===== src/rtl/cipher_pkg.sv =====
// Shared types and widths for the cipher job scheduler.
package cipher_pkg;
    localparam int DATA_W = 128;
    localparam int ADDR_W = 8;
    localparam int TMR_W  = 6;

    typedef enum logic [2:0] {
        S_IDLE,
        S_LAUNCH,
        S_WAIT_BUSY,
        S_RELEASE,
        S_RESP
    } state_t;

    function automatic logic [TMR_W-1:0] tmr_inc(input logic [TMR_W-1:0] t);
        return (&t) ? t : t + 1'b1;
    endfunction
endpackage


===== src/rtl/rr_arb2.sv =====
// Two-requester round-robin arbiter; priority moves away from the last winner.
module rr_arb2 (
    input  logic       clk,
    input  logic       reset,
    input  logic [1:0] req,
    input  logic       update,
    output logic [1:0] grant
);
    logic prio; // requester favoured when both ask

    always_comb begin
        grant = req;
        if (req == 2'b11) begin
            grant = prio ? 2'b10 : 2'b01;
        end
    end

    always_ff @(posedge clk) begin
        if (reset) begin
            prio <= 1'b0;
        end else if (update && (|grant)) begin
            prio <= ~grant[1];
        end
    end
endmodule


===== src/rtl/cipher_sched.sv =====
// Schedules cipher jobs from two requesters onto one start/busy datapath.
module cipher_sched
    import cipher_pkg::*;
#(
    parameter int BUSY_TMO = 8,
    parameter int RUN_TMO  = 63
) (
    input  logic              Clk,
    input  logic              Reset,
    input  logic [1:0]        req_valid,
    output logic [1:0]        req_ready,
    input  logic [DATA_W-1:0] req_block0,
    input  logic [DATA_W-1:0] req_block1,
    input  logic [DATA_W-1:0] req_key0,
    input  logic [DATA_W-1:0] req_key1,
    input  logic [1:0]        req_ende,
    output logic              rsp_valid,
    input  logic              rsp_ready,
    output logic              rsp_id,
    output logic [DATA_W-1:0] rsp_data,
    output logic              rsp_err,
    output logic              dp_start,
    output logic              dp_ende,
    output logic [DATA_W-1:0] dp_block,
    output logic [DATA_W-1:0] dp_key,
    output logic [ADDR_W-1:0] dp_addr,
    input  logic              dp_busy,
    input  logic [DATA_W-1:0] dp_o,
    output state_t            fsm_state
);
    // Handshakes: a request transfers on the cycle req_ready[i] pulses (IDLE only);
    // a result transfers when rsp_valid && rsp_ready, and rsp_* hold until then.
    localparam logic [TMR_W-1:0] BUSY_LIM = TMR_W'(BUSY_TMO - 1);
    localparam logic [TMR_W-1:0] RUN_LIM  = TMR_W'(RUN_TMO - 1);

    state_t            state_q, state_d;
    logic [TMR_W-1:0]  timer_q, timer_d;
    logic [1:0]        grant;
    logic              arb_update, load_job, set_ok, set_err, addr_inc;
    logic              job_id, job_ende;
    logic [DATA_W-1:0] job_block, job_key;

    rr_arb2 u_arb (
        .clk    (Clk),
        .reset  (Reset),
        .req    (req_valid),
        .update (arb_update),
        .grant  (grant)
    );

    always_comb begin
        state_d    = state_q;
        timer_d    = tmr_inc(timer_q);
        arb_update = 1'b0;
        load_job   = 1'b0;
        set_ok     = 1'b0;
        set_err    = 1'b0;
        addr_inc   = 1'b0;
        req_ready  = 2'b00;
        dp_start   = 1'b0;
        rsp_valid  = 1'b0;
        case (state_q)
            S_IDLE: begin
                if (|grant) begin
                    req_ready  = grant;
                    arb_update = 1'b1;
                    load_job   = 1'b1;
                    state_d    = S_LAUNCH;
                end
            end
            S_LAUNCH: begin
                dp_start = 1'b1;
                state_d  = S_WAIT_BUSY;
            end
            S_WAIT_BUSY: begin
                dp_start = 1'b1;
                if (dp_busy) begin
                    state_d = S_RELEASE;
                end else if (timer_q == BUSY_LIM) begin
                    set_err = 1'b1;
                    state_d = S_RESP;
                end
            end
            S_RELEASE: begin
                if (!dp_busy) begin
                    set_ok  = 1'b1;
                    state_d = S_RESP;
                end else if (timer_q == RUN_LIM) begin
                    set_err = 1'b1;
                    state_d = S_RESP;
                end
            end
            S_RESP: begin
                rsp_valid = 1'b1;
                if (rsp_ready) begin
                    addr_inc = ~rsp_err;
                    state_d  = S_IDLE;
                end
            end
            default: state_d = S_IDLE;
        endcase
        // Every state entry restarts the timeout count.
        if (state_d != state_q) begin
            timer_d = '0;
        end
    end

    always_ff @(posedge Clk) begin
        if (Reset) begin
            state_q   <= S_IDLE;
            timer_q   <= '0;
            job_id    <= 1'b0;
            job_ende  <= 1'b0;
            job_block <= '0;
            job_key   <= '0;
            rsp_id    <= 1'b0;
            rsp_data  <= '0;
            rsp_err   <= 1'b0;
            dp_addr   <= '0;
        end else begin
            state_q <= state_d;
            timer_q <= timer_d;
            if (load_job) begin
                job_id    <= grant[1];
                job_ende  <= req_ende[grant[1]];
                job_block <= grant[1] ? req_block1 : req_block0;
                job_key   <= grant[1] ? req_key1 : req_key0;
            end
            if (set_ok) begin
                rsp_id   <= job_id;
                rsp_data <= dp_o;
                rsp_err  <= 1'b0;
            end
            if (set_err) begin
                rsp_id   <= job_id;
                rsp_data <= '0;
                rsp_err  <= 1'b1;
            end
            if (addr_inc) begin
                dp_addr <= dp_addr + 1'b1;
            end
        end
    end

    assign dp_ende   = job_ende;
    assign dp_block  = job_block;
    assign dp_key    = job_key;
    assign fsm_state = state_q;
endmodule


===== config.mk =====
export PLATFORM = sky130hd
export DESIGN_NAME = cipher_sched
export DESIGN_NICKNAME = d
export VERILOG_FILES = /design/src/rtl/cipher_pkg.sv /design/src/rtl/rr_arb2.sv /design/src/rtl/cipher_sched.sv
export SDC_FILE = /design/constraint.sdc
export NUM_CORES = 1
export LEC_CHECK = 0
export CORE_AREA = 2 2 406 408
export DETAILED_ROUTE_END_ITERATION = 6
export DIE_AREA = 0 0 408 410
export PLACE_DENSITY_LB_ADDON = 0.12
export SYNTH_ARGS = -nofsm -noshare
export SYNTH_HDL_FRONTEND = slang
export SYNTH_SLANG_ARGS = --single-unit
export TNS_END_PERCENT = 1

===== constraint.sdc =====
create_clock -name Clk -period 2.73 [get_ports Clk]
set_input_delay 0.273 -clock Clk [delete_from_list [all_inputs] [get_ports Clk]]
set_output_delay 0.273 -clock Clk [all_outputs]
set_load 0.02 [all_outputs]

==> results.sh, run 1 <==
export IMPL_dp_cells=4726
export IMPL_first_iter_violations=1632
export IMPL_numPortBuffers=1049
export IMPL_synth_seq_area_share=0.546
export IMPL_grt_max_degree=79
export IMPL_hold_violations=0
export IMPL_via_per_inst=3.66
export IMPL_outcome="complete, but fails checks"
export IMPL_coreArea_mm2=0.163
export IMPL_crit_chain="or3b_4 > inv_4 > clkdlybuf4s50_1"
export IMPL_ys_flop_type="dfxtp_1"
export IMPL_required_ps=2460
export IMPL_htreeDepth=2
export IMPL_grtUsageTotal=0.132
export IMPL_clk_pin_slew_ps=70
export IMPL_worst_pin_slew_ps=657
export IMPL_die_height_um=410
export IMPL_drt_first_pass_iters=7
export IMPL_nets=3251
export IMPL_std_cell_rows=149
export IMPL_cts_hold_buf=0
export IMPL_rsz0062_at_grt="no"
export IMPL_fin_skew_ps=45.3
export IMPL_crit_slowest_cell="clkdlybuf4s50_1"
export IMPL_max_freq_mhz=391
export IMPL_grt_pass1_vias=18100
export IMPL_slew_headroom=0.562
export IMPL_setup_violations=0
export IMPL_place_congestion=0.817
export IMPL_crit_path_start_kind="flip-flop"
export IMPL_routed_wirelength_um=117000
export IMPL_clkSinkCount=406
export IMPL_final_cell_mix="1,046 x clkdlybuf4s50_1, 528 x nor2_1, 405 x dfxtp_1"
export IMPL_cp_end_kind="output port"
export IMPL_grt_pass1_wl_um=156000
export IMPL_critical_path_max_fanout=7
export IMPL_power_w=0.0202
export IMPL_tritoncts="done"
export IMPL_die_area_mm2=0.167
export IMPL_synth_async_reset_ratio=0
export IMPL_holdCritPathClass="in2reg"
export IMPL_ys_warn_count=0
export IMPL_dp_hpwl_um=91400
export IMPL_antenna_found_initial=68
export IMPL_irDropWorstVdd_v=0.000436
export IMPL_violations="DRC"
export IMPL_die_w_um=408
export IMPL_critical_path_class="reg2out"
export IMPL_leakage_nw=10.4
export IMPL_powerDensity_mw_per_mm2=663
export IMPL_whs_ps=76.4
export IMPL_synth_edf_count=0
export IMPL_final_cells=4869
export IMPL_ys_types=37
export IMPL_period_needed_ps=2560
export IMPL_drc=12
export IMPL_avgSynthCellArea_um2=9.36
export IMPL_clk_path_buf_depth=3
export IMPL_slowest_delay_ps=610
export IMPL_area_delta_synth_final_pct=104
export IMPL_ys_ff_latch=406
export IMPL_clockRootBuffer="clkbuf_16"
export IMPL_final_common_cell="clkdlybuf4s50_1"
export IMPL_post_route_period_util=0.936
export IMPL_fin_tns_setup_ps=0
export IMPL_worstPathArrival_ps=2280
export IMPL_avgRoutedWirePerCell_um=24.0
export IMPL_initial_utilization=0.0910
export IMPL_vias=17800
export IMPL_drv_slew=0
export IMPL_cts_buffers=61
export IMPL_clk_insertion_delay_late_ps=670
export IMPL_netlist_area_mm2=0.0149
export IMPL_maxCapViolCount=0
export IMPL_postCtsSetupBuffers=0
export IMPL_drive_above_1_share=0.0706
export IMPL_postSynthCellCount=1590
export IMPL_overflow=0
export IMPL_postRouteAntennaNets=0
export IMPL_cts_repair_resize_count=4
export IMPL_syn_num_nets=2241
export IMPL_num_io_pins=1050
-- worst max-delay path, delay by kind of cell, from the launching register on --
family                 cells  cell delay, ps
and+or+nand+nor            1             500
DFF                        1             410
buffers and inverters      2             710
-- logic make-up (layout without fill, tap and decap cells) --
kind of cell / Yosys count / count (layout) / synth area share
AO/OA/AOI/OAI: 284 / 284 / 0.184
XOR/XNOR: 8 / 8 / 0.00471
adder cells (fa/ha/maj): 3 / 3 / 0.00252
buffers and inverters: 183 / 1240 / 0.0551
flip-flops: 406 / 406 / 0.546
multiplexers: 2 / 2 / 0.00134
other: 0 / 33 / 0
AND/OR/NAND/NOR: 704 / 704 / 0.207
-- through the flow --
step           setup WS, ps  instance area (um^2)  utilization
2_1_floorplan           973                 14900            -
3_3_place_gp            393                 28300        0.173
3_5_place_dp            345                 28300        0.173
4_1_cts                83.0                 30300        0.185
5_1_grt                63.9                 30400        0.186
6_report                175                 30400        0.186
-- registers in the layout, indices dropped and copies added, names as in the netlist --
register and cells:
rsp_err 1, timer_q 6, rsp_data 128, dp_ende 1, fsm_state 3, job_id 1
u_arb.prio 1, dp_key 128, dp_addr 8, dp_block 128, rsp_id 1
-- per-layer routing --
metal	up-vias	part of all wire	GRT usage
li1	8137	-	-
met1	8704	0.35	0.134
met2	790	0.52	0.234
met3	167	0.10	0.0618
met4	40	0.023	0.0521
met5	-	0.0037	0.00891
-- cell usage after synthesis (2+ instances only) --
| cell type | instances | area (um^2) |
|---|---|---|
| or3_1 | 3 | 18.8 |
| nor2_1 | 528 | 1980 |
| nor4_1 | 131 | 820 |
| and2_1 | 3 | 18.8 |
| buf_1 | 7 | 26.3 |
| nand2b_1 | 6 | 37.5 |
| nand4_1 | 2 | 12.5 |
| o21ai_0 | 5 | 25.0 |
| a222oi_1 | 257 | 2570 |
| a211oi_1 | 2 | 15.0 |
| nor2b_1 | 2 | 12.5 |
| nor3_1 | 7 | 35.0 |
| inv_1 | 5 | 18.8 |
| nand2_1 | 7 | 26.3 |
| and3_1 | 3 | 18.8 |
| nand3_1 | 6 | 30.0 |
| clkbuf_1 | 76 | 285 |
| ha_1 | 3 | 37.5 |
| mux2i_1 | 2 | 20.0 |
| a21oi_1 | 15 | 75.1 |
| buf_2 | 92 | 460 |
| buf_6 | 2 | 22.5 |
| xnor2_1 | 7 | 61.3 |
| dfxtp_1 | 406 | 8130 |
-- cell type report --
class,count,area [um^2]
diodes,33,82.6
clock buffers,91,1820
clock inverters,19,230
fillers,18200,133000
inverters,6,25.0
multi-input cells,1001,5980
flip-flops and latches,406,8130
well taps,2189,2740
repair buffers,1124,11400
-- power breakdown --
| part | internal, W | switching, W | total (W) |
|---|---|---|---|
| combinational | 0.00250 | 0.00260 | 0.00509 |
| clock | 0.00495 | 0.00332 | 0.00827 |
| sequential | 0.00645 | 0.000343 | 0.00680 |
-- worst paths after layout --
path                     start          to  cells after the start  slack [ps]
setup / recovery  fsm_state[0]   rsp_valid                      3         170
hold / removal           Reset  dp_key[94]                      2          80
setup reg to reg  fsm_state[0]  dp_key[61]                      7         570
hold reg to reg         rsp_id      rsp_id                      2         480
Note: power is estimated with default switching activity, not from simulation.
==> run 2, diff against run 1 <==
--- a/config.mk
+++ b/config.mk
@@ -6,6 +6,7 @@
 export NUM_CORES = 1
 export LEC_CHECK = 0
 export CORE_AREA = 2 2 406 408
+export CTS_CLUSTER_SIZE = 12
 export DETAILED_ROUTE_END_ITERATION = 6
 export DIE_AREA = 0 0 408 410
 export PLACE_DENSITY_LB_ADDON = 0.12
==> run 2 against run 1 <==
- via count about the same
- clock power up 0.7%
- the flow still finishes with violations (DRC)
- die area unchanged
- first-iteration DRC count up 3.9%
==> results.sh, run 2 (synthesis gave the netlist of run 1 again) <==
export IMPL_outcome="complete, but fails checks"
export IMPL_violations="DRC"
export IMPL_maxCapViolCount=0
export IMPL_slowest_delay_ps=610
export IMPL_clk_pin_slew_ps=70
export IMPL_placed_cell_area_mm2=0.0283
export IMPL_clockRootBuffer="clkbuf_16"
export IMPL_place_congestion=0.817
export IMPL_powerDensity_mw_per_mm2=665
export IMPL_initial_utilization=0.0910
export IMPL_post_route_period_util=0.933
export IMPL_worst_slack_ps=182
export IMPL_worst_pin_slew_ps=662
export IMPL_setup_violations=0
export IMPL_final_cell_mix="1,046 x clkdlybuf4s50_1, 528 x nor2_1, 405 x dfxtp_1"
export IMPL_cp_end_kind="output port"
export IMPL_multiInputGateArea_mm2=0.00598
export IMPL_required_ps=2460
export IMPL_postCtsSetupBuffers=0
export IMPL_setup_worst_path_start="fsm_state[0]"
export IMPL_grt_busiest_layer="met2"
export IMPL_clk_insertion_delay_late_ps=670
export IMPL_nets=3251
export IMPL_first_iter_violations=1695
export IMPL_grt_pass1_wl_um=156000
export IMPL_postRouteAntennaNets=0
export IMPL_gr_usage_met2=0.234
export IMPL_reg2reg_from="fsm_state[0]"
export IMPL_slew_headroom=0.559
export IMPL_grtUsageMet1=0.133
export IMPL_coreArea_mm2=0.163
export IMPL_routed_wirelength_um=117000
export IMPL_final_core_util=0.186
export IMPL_num_fill_cells=18200
export IMPL_fin_skew_ps=48.1
export IMPL_whs_ps=77.5
export IMPL_tritoncts="done"
export IMPL_antenna_found_initial=68
export IMPL_drt_first_pass_iters=7
export IMPL_area_delta_synth_final_pct=104
export IMPL_irDropWorstVdd_v=0.000429
export IMPL_vias=17800
export IMPL_holdCritStartpoint="Reset"
export IMPL_overflow=0
export IMPL_std_cell_rows=149
export IMPL_critical_path_max_fanout=7
export IMPL_die_area_mm2=0.167
export IMPL_rsz0062_at_grt="no"
export IMPL_die_w_um=408
export IMPL_regArea_mm2=0.00813
export IMPL_num_io_pins=1050
export IMPL_grtUsageTotal=0.132
export IMPL_crit_chain="or3b_4 > inv_4 > clkdlybuf4s50_1"
export IMPL_grt_use_met3=0.0615
export IMPL_cts_hold_buf=0
export IMPL_period_needed_ps=2550
export IMPL_drive_above_1_share=0.0706
export IMPL_cts_buffers=61
export IMPL_numPortBuffers=1049
export IMPL_leakage_nw=10.4
export IMPL_holdCritPathClass="in2reg"
export IMPL_max_freq_mhz=392
export IMPL_drc=1
export IMPL_final_common_cell="clkdlybuf4s50_1"
export IMPL_pre_cts_ws_ps=345
export IMPL_dp_hpwl_um=91400
export IMPL_cp_num_buf_inv=2
export IMPL_drv_slew=0
export IMPL_clk_path_buf_depth=3
export IMPL_critical_path_class="reg2out"
export IMPL_htreeDepth=2
export IMPL_final_design_area_no_fill_mm2=0.0304
export IMPL_crit_slowest_cell="clkdlybuf4s50_1"
export IMPL_clkSinkCount=406
export IMPL_grt_max_degree=79
export IMPL_die_height_um=410
export IMPL_hold_violations=0
export IMPL_fin_tns_setup_ps=0
export IMPL_worstPathArrival_ps=2280
export IMPL_avgRoutedWirePerCell_um=24.0
export IMPL_cts_repair_resize_count=4
export IMPL_grt_pass1_vias=18100
export IMPL_via_per_inst=3.66
export IMPL_path_delay_family="buffers and inverters"
export IMPL_crit_path_start_kind="flip-flop"
-- run 2: final cells by class --
class	count	share of cell area
timing repair buffer	1124	0.374
sequential	406	0.267
multi-input combinational	1001	0.197
tap	2189	0.0901
clock buffer	90	0.0594
clock inverter	20	0.00848
antenna	35	0.00288
inverter	6	0.000823
-- run 2: power breakdown --
part / switching, W / leakage [nW] / internal, W
combinational: 0.00259 / 6.09 / 0.00250
clock: 0.00332 / 1.02 / 0.00501
sequential: 0.000344 / 3.32 / 0.00645
-- run 2: final timing paths --
kind / slack [ps] / cells after the start / end
setup reg to reg: 580 / 7 / dp_key[61]
hold reg to reg: 480 / 2 / rsp_id
setup / recovery: 180 / 3 / rsp_valid
hold / removal: 80 / 2 / dp_key[94]
-- run 2: metal layers --
layer  part of all wire  up-vias
li1                   -     8132
met1               0.35     8700
met2               0.52      788
met3               0.10      170
met4              0.024       40
met5             0.0038        -
-- run 2: metrics by stage --
stage / std cells / power [W]
6_report: 4871 / 0.0202
5_1_grt: 4863 / 0.0212
4_1_cts: 4836 / 0.0208
3_5_place_dp: 4726 / 0.0121
3_3_place_gp: 4726 / 0.0122
2_1_floorplan: 1590 / 0.00897
==> variant: new RTL, flow settings as in run 2 <==
Add an input register stage for `req_key0`, with the module's reset; this delays it by one clock. The other inputs are not delayed to match.
--- a/src/rtl/cipher_sched.sv
+++ b/src/rtl/cipher_sched.sv
@@ -32,6 +32,16 @@
     // a result transfers when rsp_valid && rsp_ready, and rsp_* hold until then.
     localparam logic [TMR_W-1:0] BUSY_LIM = TMR_W'(BUSY_TMO - 1);
     localparam logic [TMR_W-1:0] RUN_LIM  = TMR_W'(RUN_TMO - 1);
+
+    logic [DATA_W-1:0] req_key0_q;
+
+    always_ff @(posedge Clk) begin
+        if (Reset) begin
+            req_key0_q <= '0;
+        end else begin
+            req_key0_q <= req_key0;
+        end
+    end
 
     state_t            state_q, state_d;
     logic [TMR_W-1:0]  timer_q, timer_d;
@@ -124,7 +134,7 @@
                 job_id    <= grant[1];
                 job_ende  <= req_ende[grant[1]];
                 job_block <= grant[1] ? req_block1 : req_block0;
-                job_key   <= grant[1] ? req_key1 : req_key0;
+                job_key   <= grant[1] ? req_key1 : req_key0_q;
             end
             if (set_ok) begin
                 rsp_id   <= job_id;
Check against the original RTL: not equivalent (Yosys sat finds a counterexample within 4 cycles, from zero or initial values and one cycle with Reset high).
==> variant against run 2 <==
  * Largest cell class unchanged
  * Routed wire length decreased by 3.8%
  * The flow still finishes with violations (DRC)
  * Sequential cell count is 128 higher
  * Sequential share of layout area is 4.5 points higher
  * Clock power up 24%
  * Setup slack better by 120 ps
  * Power grew 18%
  * Design area up 13%
  * Synthesized area grew 23%
==> variant: results (changes against run 2) <==
status: "complete, but fails checks"
violations: "DRC"
p_leak_nw: 12.0  # +15%
grt_util_all_layers_pct: 12.8  # -0.45 points
drive_gt1_share_pct: 6.97  # -0.090 points
htree_num_levels: 3  # +1
grt_first_pass_wirelength_mm: 154  # -1.2%
seq_area_frac_synth_pct: 58.4  # +3.8 points
finalNetCount: 3520  # +8.3%
multiInputGateArea_mm2: 0.00678  # +13%
finClkSkew_ps: 34.3  # -13.8 ps
post_cts_resized: 1  # -3
grt_pass1_vias: 19533  # +7.8%
grt_max_degree: 80  # +1.3%
worstMarginPinSlew_ps: 709  # +47.4 ps
ir_worst_vdd_mv: 0.401  # -6.4%
vias: 19254  # +8.0%
whs_ps: 167  # +89.8 ps
routedWlPerCell_um: 22.0  # -8.5%
cts_buffers: 76  # +25%
dp.final_hpwl_mm: 83.9  # -8.3%
route.met2.wl_mm: 56.5  # -6.3%
worstPathArrival_ps: 2150  # -130 ps
wl_met1_mm: 41.9  # +1.4%
postPlaceCellArea_mm2: 0.0316  # +12%
critPathMaxFanout: 8  # +1
layout_worst_path_cycle_share_pct: 88.9  # -4.5 points
antenna_found_initial: 38  # -44%
synth_common_cells: "dfxtp_1, nor2_1, a222oi_1"
synthDistinctLibCells: 37  # unchanged
place_inst: 4978  # +5.3%
drcViolationCount: 6  # +5
reg2reg_slack_ps: 520  # -60 ps
clk_pin_slew_worst_paths_ps: 50  # -20 ps
routed_wl_mm: 113  # -3.8%
ctsHoldBuffers: 1  # +1
synth_area_leaders: "dfxtp_1, a222oi_1, nor2_1"
wl_met3_mm: 10.3  # -14%
place_congestion: 0.755  # -7.6%
synth_fp_nets: 2511  # +12%
fill_cells: 18064  # -0.94%
-- variant: cells by family (layout without fill, tap and decap cells) --
| family | Yosys count | after routing | synth area share [%] |
|---|---|---|---|
| AOI/OAI and AO/OA | 284 | 284 | 14.9 |
| and+or+nand+nor | 832 | 832 | 21.2 |
| muxes | 2 | 2 | 0.109 |
| adders and majority gates | 3 | 3 | 0.205 |
| buffers and inverters | 197 | 1262 | 4.77 |
| DFF | 534 | 534 | 58.4 |
| other | 0 | 10 | 0 |
| xor gates and xnor gates | 8 | 8 | 0.383 |
-- variant: final timing paths --
check	endpoint	start
worst max-delay path	req_ready[1]	fsm_state[2]$_SDFF_PP0_
worst min register to register	rsp_id$_SDFFE_PP0P_	rsp_id$_SDFFE_PP0P_
worst min-delay path	req_key0_q[120]$_SDFF_PP0_	req_key0[120]
worst max register to register	dp_key[80]$_SDFFE_PP0P_	fsm_state[2]$_SDFF_PP0_
-- variant: worst max-delay path, stage by stage, from the launching register on --
cell	delay, ps
dfxtp_1	370
nor3_1	200
buf_4	180
and3_4	310
dlygate4sd2_1	460
-- variant: cell type report --
type	count	area share, %
clock inverters	22	1.00
inverters	6	0.0731
repair buffers	1122	33.3
well taps	2189	8.00
clock buffers	112	6.57
multi-input cells	1129	19.8
flip-flops and latches	534	31.2
diodes	10	0.0731
-- variant: power breakdown --
part / internal (W) / total, W / switching (W)
clock network: 0.00629 / 0.0103 / 0.00406
registers: 0.00838 / 0.00871 / 0.000323
logic: 0.00241 / 0.00486 / 0.00246
-- variant: layer usage --
metal	GRT usage [%]	up-vias
li1	-	8931
met1	13.7	9277
met2	22.2	808
met3	5.47	194
met4	4.46	44
met5	0	-
